## src/rtl/md5_pkg.sv

```systemverilog
// md5_pkg
// Shared constants and types for the MD5 target table.
//   HASH_W          digest width in bits (multiple of 8)
//   BYTES_PER_HASH  bytes streamed per digest
//   BCNT_W          byte counter width
//   DEFAULT_HASH    value returned for invalid / out-of-range entries
//   load_state_t    byte loader FSM states
//   scan_state_t    sweep FSM states
package md5_pkg;

    localparam int HASH_W         = 128;
    localparam int BYTES_PER_HASH = HASH_W / 8;
    localparam int BCNT_W         = (BYTES_PER_HASH > 1) ? $clog2(BYTES_PER_HASH) : 1;

    localparam logic [HASH_W-1:0] DEFAULT_HASH = '0;

    typedef enum logic {
        LD_IDLE = 1'b0,
        LD_LOAD = 1'b1
    } load_state_t;

    typedef enum logic {
        SC_IDLE = 1'b0,
        SC_SCAN = 1'b1
    } scan_state_t;

    // Digests arrive MSB byte first, so each new byte enters at the bottom
    // and everything already received moves up by one byte.
    function automatic logic [HASH_W-1:0] shift_in_byte(input logic [HASH_W-1:0] acc,
                                                        input logic [7:0]        b);
        return (acc << 8) | HASH_W'(b);
    endfunction

endpackage

```

## src/rtl/md5_target_table_if.sv

```systemverilog
// md5_target_table_if
// Host-side load stream and sweep stream of the MD5 target table.
//   master : host / comparator side (drives starts, bytes, scan_ready)
//   slave  : table side (drives ready, pulses, scan beats)
// Signals:
//   load_start, load_idx, in_data, in_valid, in_ready, load_done, load_err
//   scan_start, scan_valid, scan_ready, scan_data, scan_idx, scan_busy, scan_done
interface md5_target_table_if #(
    parameter int IDX_W = 4
) ();
    import md5_pkg::*;

    logic              load_start;
    logic [IDX_W-1:0]  load_idx;
    logic [7:0]        in_data;
    logic              in_valid;
    logic              in_ready;
    logic              load_done;
    logic              load_err;

    logic              scan_start;
    logic              scan_valid;
    logic              scan_ready;
    logic [HASH_W-1:0] scan_data;
    logic [IDX_W-1:0]  scan_idx;
    logic              scan_busy;
    logic              scan_done;

    modport master (
        output load_start, load_idx, in_data, in_valid, scan_start, scan_ready,
        input  in_ready, load_done, load_err,
               scan_valid, scan_data, scan_idx, scan_busy, scan_done
    );

    modport slave (
        input  load_start, load_idx, in_data, in_valid, scan_start, scan_ready,
        output in_ready, load_done, load_err,
               scan_valid, scan_data, scan_idx, scan_busy, scan_done
    );

endinterface

```

## src/rtl/md5_byte_loader.sv

```systemverilog
// md5_byte_loader
// Assembles a digest from a byte stream and hands it to the table as a
// single-cycle commit.
// Ports:
//   CLK, reset       clock, synchronous active-high reset
//   load_start_i     begin loading entry load_idx_i
//   load_idx_i       target entry
//   in_data_i        digest byte, MSB byte first
//   in_valid_i       in_data_i valid
//   in_ready_o       loader accepts a byte
//   load_done_o      1-cycle pulse after the commit
//   load_err_o       1-cycle pulse after a rejected load_start_i
//   commit_en_o      write strobe, asserted in the cycle of the final byte
//   commit_idx_o     entry being written
//   commit_data_o    full digest being written
//
// state   | meaning
// --------+----------------------------------------------------------
// LD_IDLE | waiting for load_start; bytes are ignored
// LD_LOAD | accepting bytes into the shift register for entry idx_q
module md5_byte_loader
    import md5_pkg::*;
#(
    parameter int DEPTH = 16,
    parameter int IDX_W = (DEPTH > 1) ? $clog2(DEPTH) : 1
) (
    input  logic              CLK,
    input  logic              reset,
    input  logic              load_start_i,
    input  logic [IDX_W-1:0]  load_idx_i,
    input  logic [7:0]        in_data_i,
    input  logic              in_valid_i,
    output logic              in_ready_o,
    output logic              load_done_o,
    output logic              load_err_o,
    output logic              commit_en_o,
    output logic [IDX_W-1:0]  commit_idx_o,
    output logic [HASH_W-1:0] commit_data_o
);

    localparam logic [IDX_W:0]    DEPTH_C   = (IDX_W+1)'(DEPTH);
    localparam logic [BCNT_W-1:0] LAST_BYTE = BCNT_W'(BYTES_PER_HASH - 1);

    load_state_t       state_q, state_d;
    logic [IDX_W-1:0]  idx_q,   idx_d;
    logic [BCNT_W-1:0] cnt_q,   cnt_d;
    logic [HASH_W-1:0] shift_q, shift_d;
    logic              done_q,  done_d;
    logic              err_q,   err_d;
    logic              commit_en;
    logic [HASH_W-1:0] shifted;

    assign shifted = shift_in_byte(shift_q, in_data_i);

    always_ff @(posedge CLK) begin
        if (reset) begin
            state_q <= LD_IDLE;
            idx_q   <= '0;
            cnt_q   <= '0;
            shift_q <= '0;
            done_q  <= 1'b0;
            err_q   <= 1'b0;
        end else begin
            state_q <= state_d;
            idx_q   <= idx_d;
            cnt_q   <= cnt_d;
            shift_q <= shift_d;
            done_q  <= done_d;
            err_q   <= err_d;
        end
    end

    always_comb begin
        state_d   = state_q;
        idx_d     = idx_q;
        cnt_d     = cnt_q;
        shift_d   = shift_q;
        done_d    = 1'b0;
        err_d     = 1'b0;
        commit_en = 1'b0;
        case (state_q)
            LD_IDLE: begin
                if (load_start_i) begin
                    if ({1'b0, load_idx_i} < DEPTH_C) begin
                        state_d = LD_LOAD;
                        idx_d   = load_idx_i;
                        cnt_d   = '0;
                        shift_d = '0;
                    end else begin
                        err_d = 1'b1;
                    end
                end
            end
            LD_LOAD: begin
                // A second start cannot preempt a load in flight.
                if (load_start_i) begin
                    err_d = 1'b1;
                end
                if (in_valid_i) begin
                    shift_d = shifted;
                    cnt_d   = cnt_q + BCNT_W'(1);
                    if (cnt_q == LAST_BYTE) begin
                        // The final byte is written straight from the
                        // combinational shift so the table updates on
                        // this same edge.
                        commit_en = 1'b1;
                        done_d    = 1'b1;
                        state_d   = LD_IDLE;
                    end
                end
            end
        endcase
    end

    assign in_ready_o    = (state_q == LD_LOAD);
    assign load_done_o   = done_q;
    assign load_err_o    = err_q;
    assign commit_en_o   = commit_en;
    assign commit_idx_o  = idx_q;
    assign commit_data_o = shifted;

endmodule

```

## src/rtl/md5_target_table.sv

```systemverilog
// md5_target_table
// Runtime-loadable table of DEPTH MD5 target digests with a registered
// random-access read port and a backpressured sweep over valid entries.
// Ports:
//   CLK, reset    clock, synchronous active-high reset
//   selector      random-access read index
//   dataOut       registered digest at selector (DEFAULT_HASH if invalid)
//   table_clear   clears all valid bits on the next edge
//   entry_valid   per-entry valid bitmap
//   bus           load stream and sweep stream (slave side)
//
// state   | meaning
// --------+----------------------------------------------------------
// SC_IDLE | no sweep; scan_start begins one at entry 0
// SC_SCAN | walking ptr over the table, emitting valid entries
module md5_target_table
    import md5_pkg::*;
#(
    parameter int DEPTH = 16,
    parameter int IDX_W = (DEPTH > 1) ? $clog2(DEPTH) : 1
) (
    input  logic                CLK,
    input  logic                reset,
    input  logic [IDX_W-1:0]    selector,
    output logic [HASH_W-1:0]   dataOut,
    input  logic                table_clear,
    output logic [DEPTH-1:0]    entry_valid,
    md5_target_table_if.slave   bus
);

    localparam logic [IDX_W:0] DEPTH_C = (IDX_W+1)'(DEPTH);

    logic              commit_en;
    logic [IDX_W-1:0]  commit_idx;
    logic [HASH_W-1:0] commit_data;

    logic [HASH_W-1:0] mem_q [DEPTH];
    logic [DEPTH-1:0]  valid_q, valid_d;
    logic [HASH_W-1:0] rd_q,    rd_d;
    logic              sel_in_range;

    scan_state_t       sst_q,   sst_d;
    logic [IDX_W:0]    ptr_q,   ptr_d;
    logic              sv_q,    sv_d;
    logic [HASH_W-1:0] sdata_q, sdata_d;
    logic [IDX_W-1:0]  sidx_q,  sidx_d;
    logic              sdone_q, sdone_d;
    logic [IDX_W-1:0]  ptr_lo;
    logic              ptr_in_range;
    logic              slot_free;

    md5_byte_loader #(
        .DEPTH (DEPTH),
        .IDX_W (IDX_W)
    ) u_loader (
        .CLK           (CLK),
        .reset         (reset),
        .load_start_i  (bus.load_start),
        .load_idx_i    (bus.load_idx),
        .in_data_i     (bus.in_data),
        .in_valid_i    (bus.in_valid),
        .in_ready_o    (bus.in_ready),
        .load_done_o   (bus.load_done),
        .load_err_o    (bus.load_err),
        .commit_en_o   (commit_en),
        .commit_idx_o  (commit_idx),
        .commit_data_o (commit_data)
    );

    // Digest storage is deliberately not reset; valid_q gates every read.
    always_ff @(posedge CLK) begin
        if (commit_en) begin
            mem_q[commit_idx] <= commit_data;
        end
    end

    // Clear first, then the commit, so a coincident commit survives.
    always_comb begin
        valid_d = valid_q;
        if (table_clear) begin
            valid_d = '0;
        end
        if (commit_en) begin
            valid_d[commit_idx] = 1'b1;
        end
    end

    assign sel_in_range = ({1'b0, selector} < DEPTH_C);

    always_comb begin
        rd_d = DEFAULT_HASH;
        if (sel_in_range && valid_q[selector]) begin
            rd_d = mem_q[selector];
        end
    end

    assign ptr_lo       = ptr_q[IDX_W-1:0];
    assign ptr_in_range = (ptr_q < DEPTH_C);
    assign slot_free    = !sv_q || bus.scan_ready;

    always_comb begin
        sst_d   = sst_q;
        ptr_d   = ptr_q;
        sv_d    = sv_q;
        sdata_d = sdata_q;
        sidx_d  = sidx_q;
        sdone_d = 1'b0;
        case (sst_q)
            SC_IDLE: begin
                if (bus.scan_start) begin
                    sst_d = SC_SCAN;
                    ptr_d = '0;
                end
            end
            SC_SCAN: begin
                if (slot_free) begin
                    if (ptr_in_range) begin
                        ptr_d = ptr_q + (IDX_W+1)'(1);
                        if (valid_q[ptr_lo]) begin
                            sv_d    = 1'b1;
                            sdata_d = mem_q[ptr_lo];
                            sidx_d  = ptr_lo;
                        end else begin
                            sv_d = 1'b0;
                        end
                    end else begin
                        // Last beat has drained; the sweep is over.
                        sv_d    = 1'b0;
                        sdone_d = 1'b1;
                        sst_d   = SC_IDLE;
                    end
                end
            end
        endcase
    end

    always_ff @(posedge CLK) begin
        if (reset) begin
            valid_q <= '0;
            rd_q    <= '0;
            sst_q   <= SC_IDLE;
            ptr_q   <= '0;
            sv_q    <= 1'b0;
            sdata_q <= '0;
            sidx_q  <= '0;
            sdone_q <= 1'b0;
        end else begin
            valid_q <= valid_d;
            rd_q    <= rd_d;
            sst_q   <= sst_d;
            ptr_q   <= ptr_d;
            sv_q    <= sv_d;
            sdata_q <= sdata_d;
            sidx_q  <= sidx_d;
            sdone_q <= sdone_d;
        end
    end

    assign dataOut        = rd_q;
    assign entry_valid    = valid_q;
    assign bus.scan_valid = sv_q;
    assign bus.scan_data  = sdata_q;
    assign bus.scan_idx   = sidx_q;
    assign bus.scan_busy  = (sst_q == SC_SCAN);
    assign bus.scan_done  = sdone_q;

endmodule
```

## src/flat_wrapper.sv

```systemverilog
// flat-port wrapper written by rule: the top's interface ports become plain ports
module md5_target_table_flat import md5_pkg::*;
#(
    parameter int DEPTH = 16,
    parameter int IDX_W = (DEPTH > 1) ? $clog2(DEPTH) : 1
)
  (CLK, reset, selector, dataOut, table_clear, entry_valid, bus_load_start, bus_load_idx, bus_in_data, bus_in_valid, bus_scan_start, bus_scan_ready, bus_in_ready, bus_load_done, bus_load_err, bus_scan_valid, bus_scan_data, bus_scan_idx, bus_scan_busy, bus_scan_done);
  md5_target_table_if #(.IDX_W(IDX_W)) bus_i ();
  input  logic CLK;
  input  logic reset;
  input  logic [IDX_W-1:0] selector;
  output logic [HASH_W-1:0] dataOut;
  input  logic table_clear;
  output logic [DEPTH-1:0] entry_valid;
  input wire logic [$bits(bus_i.load_start)-1:0] bus_load_start;
  input wire logic [$bits(bus_i.load_idx)-1:0] bus_load_idx;
  input wire logic [$bits(bus_i.in_data)-1:0] bus_in_data;
  input wire logic [$bits(bus_i.in_valid)-1:0] bus_in_valid;
  input wire logic [$bits(bus_i.scan_start)-1:0] bus_scan_start;
  input wire logic [$bits(bus_i.scan_ready)-1:0] bus_scan_ready;
  output wire logic [$bits(bus_i.in_ready)-1:0] bus_in_ready;
  output wire logic [$bits(bus_i.load_done)-1:0] bus_load_done;
  output wire logic [$bits(bus_i.load_err)-1:0] bus_load_err;
  output wire logic [$bits(bus_i.scan_valid)-1:0] bus_scan_valid;
  output wire logic [$bits(bus_i.scan_data)-1:0] bus_scan_data;
  output wire logic [$bits(bus_i.scan_idx)-1:0] bus_scan_idx;
  output wire logic [$bits(bus_i.scan_busy)-1:0] bus_scan_busy;
  output wire logic [$bits(bus_i.scan_done)-1:0] bus_scan_done;
  assign bus_i.load_start = bus_load_start;
  assign bus_i.load_idx = bus_load_idx;
  assign bus_i.in_data = bus_in_data;
  assign bus_i.in_valid = bus_in_valid;
  assign bus_i.scan_start = bus_scan_start;
  assign bus_i.scan_ready = bus_scan_ready;
  assign bus_in_ready = bus_i.in_ready;
  assign bus_load_done = bus_i.load_done;
  assign bus_load_err = bus_i.load_err;
  assign bus_scan_valid = bus_i.scan_valid;
  assign bus_scan_data = bus_i.scan_data;
  assign bus_scan_idx = bus_i.scan_idx;
  assign bus_scan_busy = bus_i.scan_busy;
  assign bus_scan_done = bus_i.scan_done;
  md5_target_table #(.DEPTH(DEPTH), .IDX_W(IDX_W)) u_core (.CLK(CLK), .reset(reset), .selector(selector), .dataOut(dataOut), .table_clear(table_clear), .entry_valid(entry_valid), .bus(bus_i));
endmodule
```

## config.mk

```make
export PLATFORM = sky130hd
export DESIGN_NAME = md5_target_table_flat
export DESIGN_NICKNAME = d
export VERILOG_FILES = /design/src/rtl/md5_pkg.sv /design/src/rtl/md5_target_table_if.sv /design/src/rtl/md5_byte_loader.sv /design/src/rtl/md5_target_table.sv /design/src/flat_wrapper.sv
export SDC_FILE = /design/constraint.sdc
export NUM_CORES = 2
export LEC_CHECK = 0
export BUFFER_PORTS_ARGS = -buffer_cell sky130_fd_sc_hd__buf_2
export CORE_ASPECT_RATIO = 0.75
export CORE_MARGIN = 2
export CORE_UTILIZATION = 30
export CTS_CLUSTER_DIAMETER = 100
export DETAILED_ROUTE_END_ITERATION = 12
export REMOVE_ABC_BUFFERS = 1
export SYNTH_ARGS = -nofsm -noshare
export SYNTH_HDL_FRONTEND = slang
export SYNTH_SLANG_ARGS = --single-unit
```

## constraint.sdc

```tcl
create_clock -name CLK -period 20.7 [get_ports CLK]
set_input_delay 4.14 -clock CLK [delete_from_list [all_inputs] [get_ports CLK]]
set_output_delay 4.14 -clock CLK [all_outputs]
set_load 0.005 [all_outputs]
```

* Word level (Yosys, flattened, before mapping)
Memory sizes are Yosys's and may differ from the RTL's. A register that Yosys moved wholly into a read port is not among the register bits.
Index checks and enable logic that the tools add are counted.
** Word-level totals
- Bits in writable memories :: 2048
- Register bits :: 159
- Latch bits :: 0
- ROM bits :: 0
- Memories :: 1
** Operators by class
- Order comparisons :: 5
- Multipliers :: 0
- Shift-type cells :: 0
- Divide/modulo/power cells :: 0
- Equality and inequality tests :: 6
- Multiplexer cells :: 35
- Add/subtract/negate cells :: 2
- Bitwise logic cells :: 6
- Reductions and logical operators :: 10
** Memory list
- u_core.mem_q :: words 16, bits a word 128, read ports 2, clocked after Yosys merged registers in 2, wr ports 1, RTL line md5_target_table.sv:37 : logic [HASH_W-1:0] mem_q [DEPTH];
** Operators with widths (number)
- two-way mux 120 bit :: 2
- one-hot mux 120 bit (2 select lines) :: 1
- OR 128 x 8 -> 128 bit :: 1
- two-way mux 16 bit :: 2
- two-way mux 1 bit :: 17
- OR 16 bit :: 1
- < comparator 4 x 5 -> 1 bit, second input constant :: 3
- two-way mux 5 bit :: 3
- inequality test 2 bit, second input constant :: 5
- one-hot mux 5 bit (2 select lines) :: 1
- binary-select mux 1 bit (select 4 bit) :: 2
- two-way mux 4 bit :: 2
- one-hot mux 4 bit (2 select lines) :: 1
- one-hot mux 1 bit (2 select lines) :: 3
- AND reduction 2 bit :: 3
- adder 5 x 1 -> 5 bit, second input constant :: 1
- < comparator 5 bit, second input constant :: 1
- adder 4 x 1 -> 4 bit, second input constant :: 1
- demux 1 bit (select 4 bit) :: 1
- == test 4 bit, second input constant :: 1
- >= comparator 4 x 1 -> 1 bit, second input constant :: 1
- inverter 1 bit :: 4
- AND reduction 4 bit :: 1
- AND reduction 3 bit :: 1
- other kinds (5) :: 5

* Logic depth before layout (Yosys ltp)
- Depth after elaboration :: 6
- Depth in mapped cells :: 10
- Depth with buffers taken out :: 6

* Cells and area by module
From an unflattened synthesis, not the netlist that was laid out.
** Unflattened totals
- Cells, all modules :: 5807
- Area, all modules :: 106643.5 um^2
** By module, submodules not included
- md5_target_table :: area each 102191.8 um^2, instances 1, cells an instance 5355
- md5_byte_loader :: area each 4451.8 um^2, instances 1, cells an instance 452

* Least setup slack after synthesis
No wires, ideal clock.
- Kind :: input to register
- From :: input bus_in_valid
- To :: memory u_core.mem_q[12][0], enable pin
- Setup time :: 0.932 ns
- Path buffers :: 1
- Cell stages on the path :: 4
- Arrival time :: 16.838 ns
- Setup slack :: 2.930 ns
- Cells stage by stage :: nand2_1 -> or2_2 -> clkbuf_1 -> nor4_1
** Between the ends
- Longest elaborated chain between the ends :: 4
** RTL lines
- from (decl) :: RTL line flat_wrapper.sv:18 : input wire logic [$bits(bus_i.in_valid)-1:0] bus_in_valid;
- two-way mux 1 bit (2 in series)
- two-way mux 1 bit :: RTL line md5_target_table.sv:72 : if (commit_en) begin
- two-way mux 1 bit (implied by the code) :: RTL line md5_target_table.sv:73 : mem_q[commit_idx] <= commit_data;
- to (decl) :: RTL line md5_target_table.sv:37
Every way passes these cells.

* Final worst setup path
- From :: input selector[0]
- To :: register u_core.rd_q[85] (netlist: u_core.dataOut[85]) (read register of u_core.mem_q)
** Between the ends
- Longest elaborated chain between the ends :: 4
** RTL lines
- from (decl) :: RTL line flat_wrapper.sv:11 : input logic [IDX_W-1:0] selector;
- binary-select mux 1 bit (select 4 bit) :: RTL line md5_target_table.sv:92 : if (sel_in_range && valid_q[selector]) begin
- two-way mux 1 bit (implied by the code) :: RTL line md5_target_table.sv:92
- inverter 1 bit (no source line)
- OR reduction 2 bit (no source line)
- to (decl) :: RTL line md5_target_table.sv:39 : logic [HASH_W-1:0] rd_q, rd_d;
Several ways; a longest one is shown, not always the timed one. The select of a mux whose other input is x is not followed.
A chain may end at the register's enable or synchronous reset.

==> flow_summary.toml <==
[sta]
rsz0062_at_grt = "false"
worst_slew_pin_slew_ns = 1.18
max_slew_margin_pct = 20.6
drv_slew = 0
setup_ws_ns = 12.67
setup_tns_ns = 0
setup_viol = 0
min_period_ns = 8.03
post-route-period-util_pct = 38.8
finClkSkew_ns = 0.0874
whs_ns = 0.456
hold_viol_final = 0
fmax_mhz = 125

[detailed_routing]
num_vias = 62348
wl_per_cell_um = 31.4
totalWireLength_um = 340000
detail-route-antenna-nets = 0
drc = 0
drtIter0Drc = 8602
routed_via_density = 5.74
drt_first_pass_iters = 5

[placed_design]
portBuffers = 304
gp_congestion = 0.764
dpl_worst_slack_ns = 11.66
dp_hpwl_um = 186000

[job]
maxCapViolCount = 0

[final_layout]
nNetsFinal = 5999
nFillCells = 32977
drive_above_1_share_pct = 33.5
area_growth_syn_to_layout_pct = 13.5
post-route-util_pct = 34.2

[global_route]
grt_start_max_net_pins = 118
grt_pass1_vias = 62888
overflow = 0
antenna_found_initial = 27
grt_usage_pct = 18.3
grt_pass1_wl_um = 477000

[power]
p_leak_nw = 37.3
ir_drop_mv = 0.0699
internal-power_mw = 7.90
pwr-share-clk_pct = 44.0
p_seq_share_pct = 52.8
p_comb_share_pct = 3.2
powerDensity_nw_per_um2 = 83.1
power_mw = 10.1
swShare_pct = 21.4
p_sw_mw = 2.15

[logic_synthesis]
ys_seq_elements = 2463
yosys_most_used_dff = "edfxtp_1"
yosys_warnings = 0
yosysSeqAreaShare_pct = 65.5
synth_edf_count = 2048
syn_area_sq_um = 107000
synth_cell_types = 47
syn_inst = 5805
synthArstFlopShare_pct = 0
avgSynthCellArea_sq_um = 18.4

[clock_tree]
postCtsHoldBufs = 0
clkSlewWorstSetupHoldPaths_ns = 0.06
postCtsSetupRepairBufs = 0
clock-sinks = 2463
root_buffer = "clkbuf_16"
htreeDepth = 4
cts_tree = "built"
max-clock-path-buffers = 4
cts_buffers = 235
cts_resized = 0
clk_latency_ns = 0.91

[hold_path]
hold_path_class = "flip-flop to flip-flop"

[worst_setup_path]
end_kind = "flip-flop"
required_ns = 21.41
path_class = "primary input to flip-flop"
critPathMaxFanout = 107
critPathLaunchType = "primary input"
cp.arrival_ns = 8.74

[die]
initial_core_util_pct = 30.2
core_sq_um = 354000
io_pins = 305
fp-row-count = 189
die_x_um = 692
die_h_um = 520
die_area_sq_um = 360000

[outcome]
status = "finished, final reports clean"
final timing paths:
check / start / to / slack [ns] / cells after the start
max: selector[0] / u_core.dataOut[85] / 12.67 / 9
min reg2reg: u_core.bus.scan_data[111] / u_core.bus.scan_data[111] / 0.46 / 2
min: u_core.bus.scan_data[111] / u_core.bus.scan_data[111] / 0.46 / 2
max reg2reg: u_core.ptr_q[2] / u_core.bus.scan_data[118] / 15.08 / 9
critical path, stage by stage:
cell	delay [ns]
buf_8	0.20
buf_4	0.52
buf_12	0.68
buf_4	0.74
buf_4	0.83
mux4_2	0.61
mux2_2	0.27
a31oi_1	0.32
nor2_1	0.08
cell usage after synthesis, types with 2 or more instances:
cell type	count	share of area, %
edfxtp_1	2048	58
mux4_2	1030	22
nor2_1	421	1.5
dfxtp_1	415	7.8
clkbuf_1	303	1.1
o22ai_1	254	1.5
a21oi_1	139	0.65
mux2i_1	139	1.3
nor3_1	137	0.64
buf_2	132	0.62
a22oi_1	131	0.92
mux2_2	130	1.4
a31oi_1	129	0.76
nand3_2	80	0.75
o21ai_1	77	0.36
nand3_1	54	0.25
o21ai_0	54	0.25
buf_1	40	0.14
buf_4	25	0.18
buf_6	10	0.11
nand2_1	8	0.028
nor2b_1	6	0.035
nand2b_1	5	0.029
nor3b_1	5	0.035
nor4_1	3	0.018
xor2_1	3	0.025
a2bb2oi_1	2	0.016
and2_1	2	0.012
ha_1	2	0.023
nand3b_1	2	0.014
nand4_1	2	0.012
or2_2	2	0.012
final cells by class:
class / instances / area [sq um] / area share (%)
diodes: 6 / 15.0 / 0.0124
clock buffers: 305 / 6370 / 5.26
clock inverters: 131 / 1380 / 1.14
inverters: 1 / 3.75 / 0.00310
well taps: 4679 / 5850 / 4.84
multi-input cells: 2831 / 34700 / 28.7
repair buffers: 442 / 2810 / 2.32
flip-flops and latches: 2463 / 69800 / 57.7
routing by layer:
layer / part of all wire [%] / GRT usage (%)
met4: 2.3 / 4.38
met2: 46 / 28.7
met5: 0.032 / 0
met1: 41 / 26.0
met3: 10 / 3.80
cells by family after synthesis:
family	Yosys count	share of synthesized area [%]
DFF	2463	65.5
muxes	1299	24.4
AOI/OAI and AO/OA	792	4.52
and+or+nand+nor	735	3.41
buffers and inverters	511	2.11
xor gates and xnor gates	3	0.0247
adders and majority gates	2	0.0235
through the flow:
| step | instance area (sq um) | instances |
|---|---|---|
| 3_5_place_dp | 113000 | 10416 |
| 2_1_floorplan | 104000 | 5295 |
| 6_report | 121000 | 10858 |
| 3_3_place_gp | 113000 | 10416 |
| 5_1_grt | 121000 | 10853 |
| 4_1_cts | 121000 | 10852 |
power by group through the flow:
stage                     clock network (mW)  logic, mW  registers (mW)
after detailed placement                   0      0.321            5.42
final                                   4.42      0.319            5.31
after global routing                    4.69      0.336            5.31
after CTS                               4.49      0.322            5.31
after floorplan                            0      0.147            5.43
after global placement                     0      0.318            5.42
registers in the layout, summed over array words and instances, names as in the netlist, 4 cells and up:
register                      cells
u_core.bus.scan_data            128
u_core.bus.scan_idx               4
u_core.dataOut                  128
u_core.entry_valid               16
u_core.mem_q                   2048
u_core.ptr_q                      5
u_core.u_loader.cnt_q             4
u_core.u_loader.commit_idx_o      4
u_core.u_loader.shift_q         120
cells in the final DEF (no fill, tap or decap), types with 26 or more instances in the layout:
master,count
dfxtp_1,412
edfxtp_1,2048
clkinv_1,34
mux2i_1,138
a21oi_1,139
clkbuf_16,238
nand3_1,54
mux4_2,1030
mux2_2,129
buf_4,122
o21ai_1,77
a22oi_1,131
a31oi_1,129
o22ai_1,254
clkbuf_1,51
bufinv_16,26
nand3_2,80
o21ai_0,54
buf_2,299
nor3_1,134
clkinv_2,44
nor2_1,411
Power figures use the tool's default switching activity.
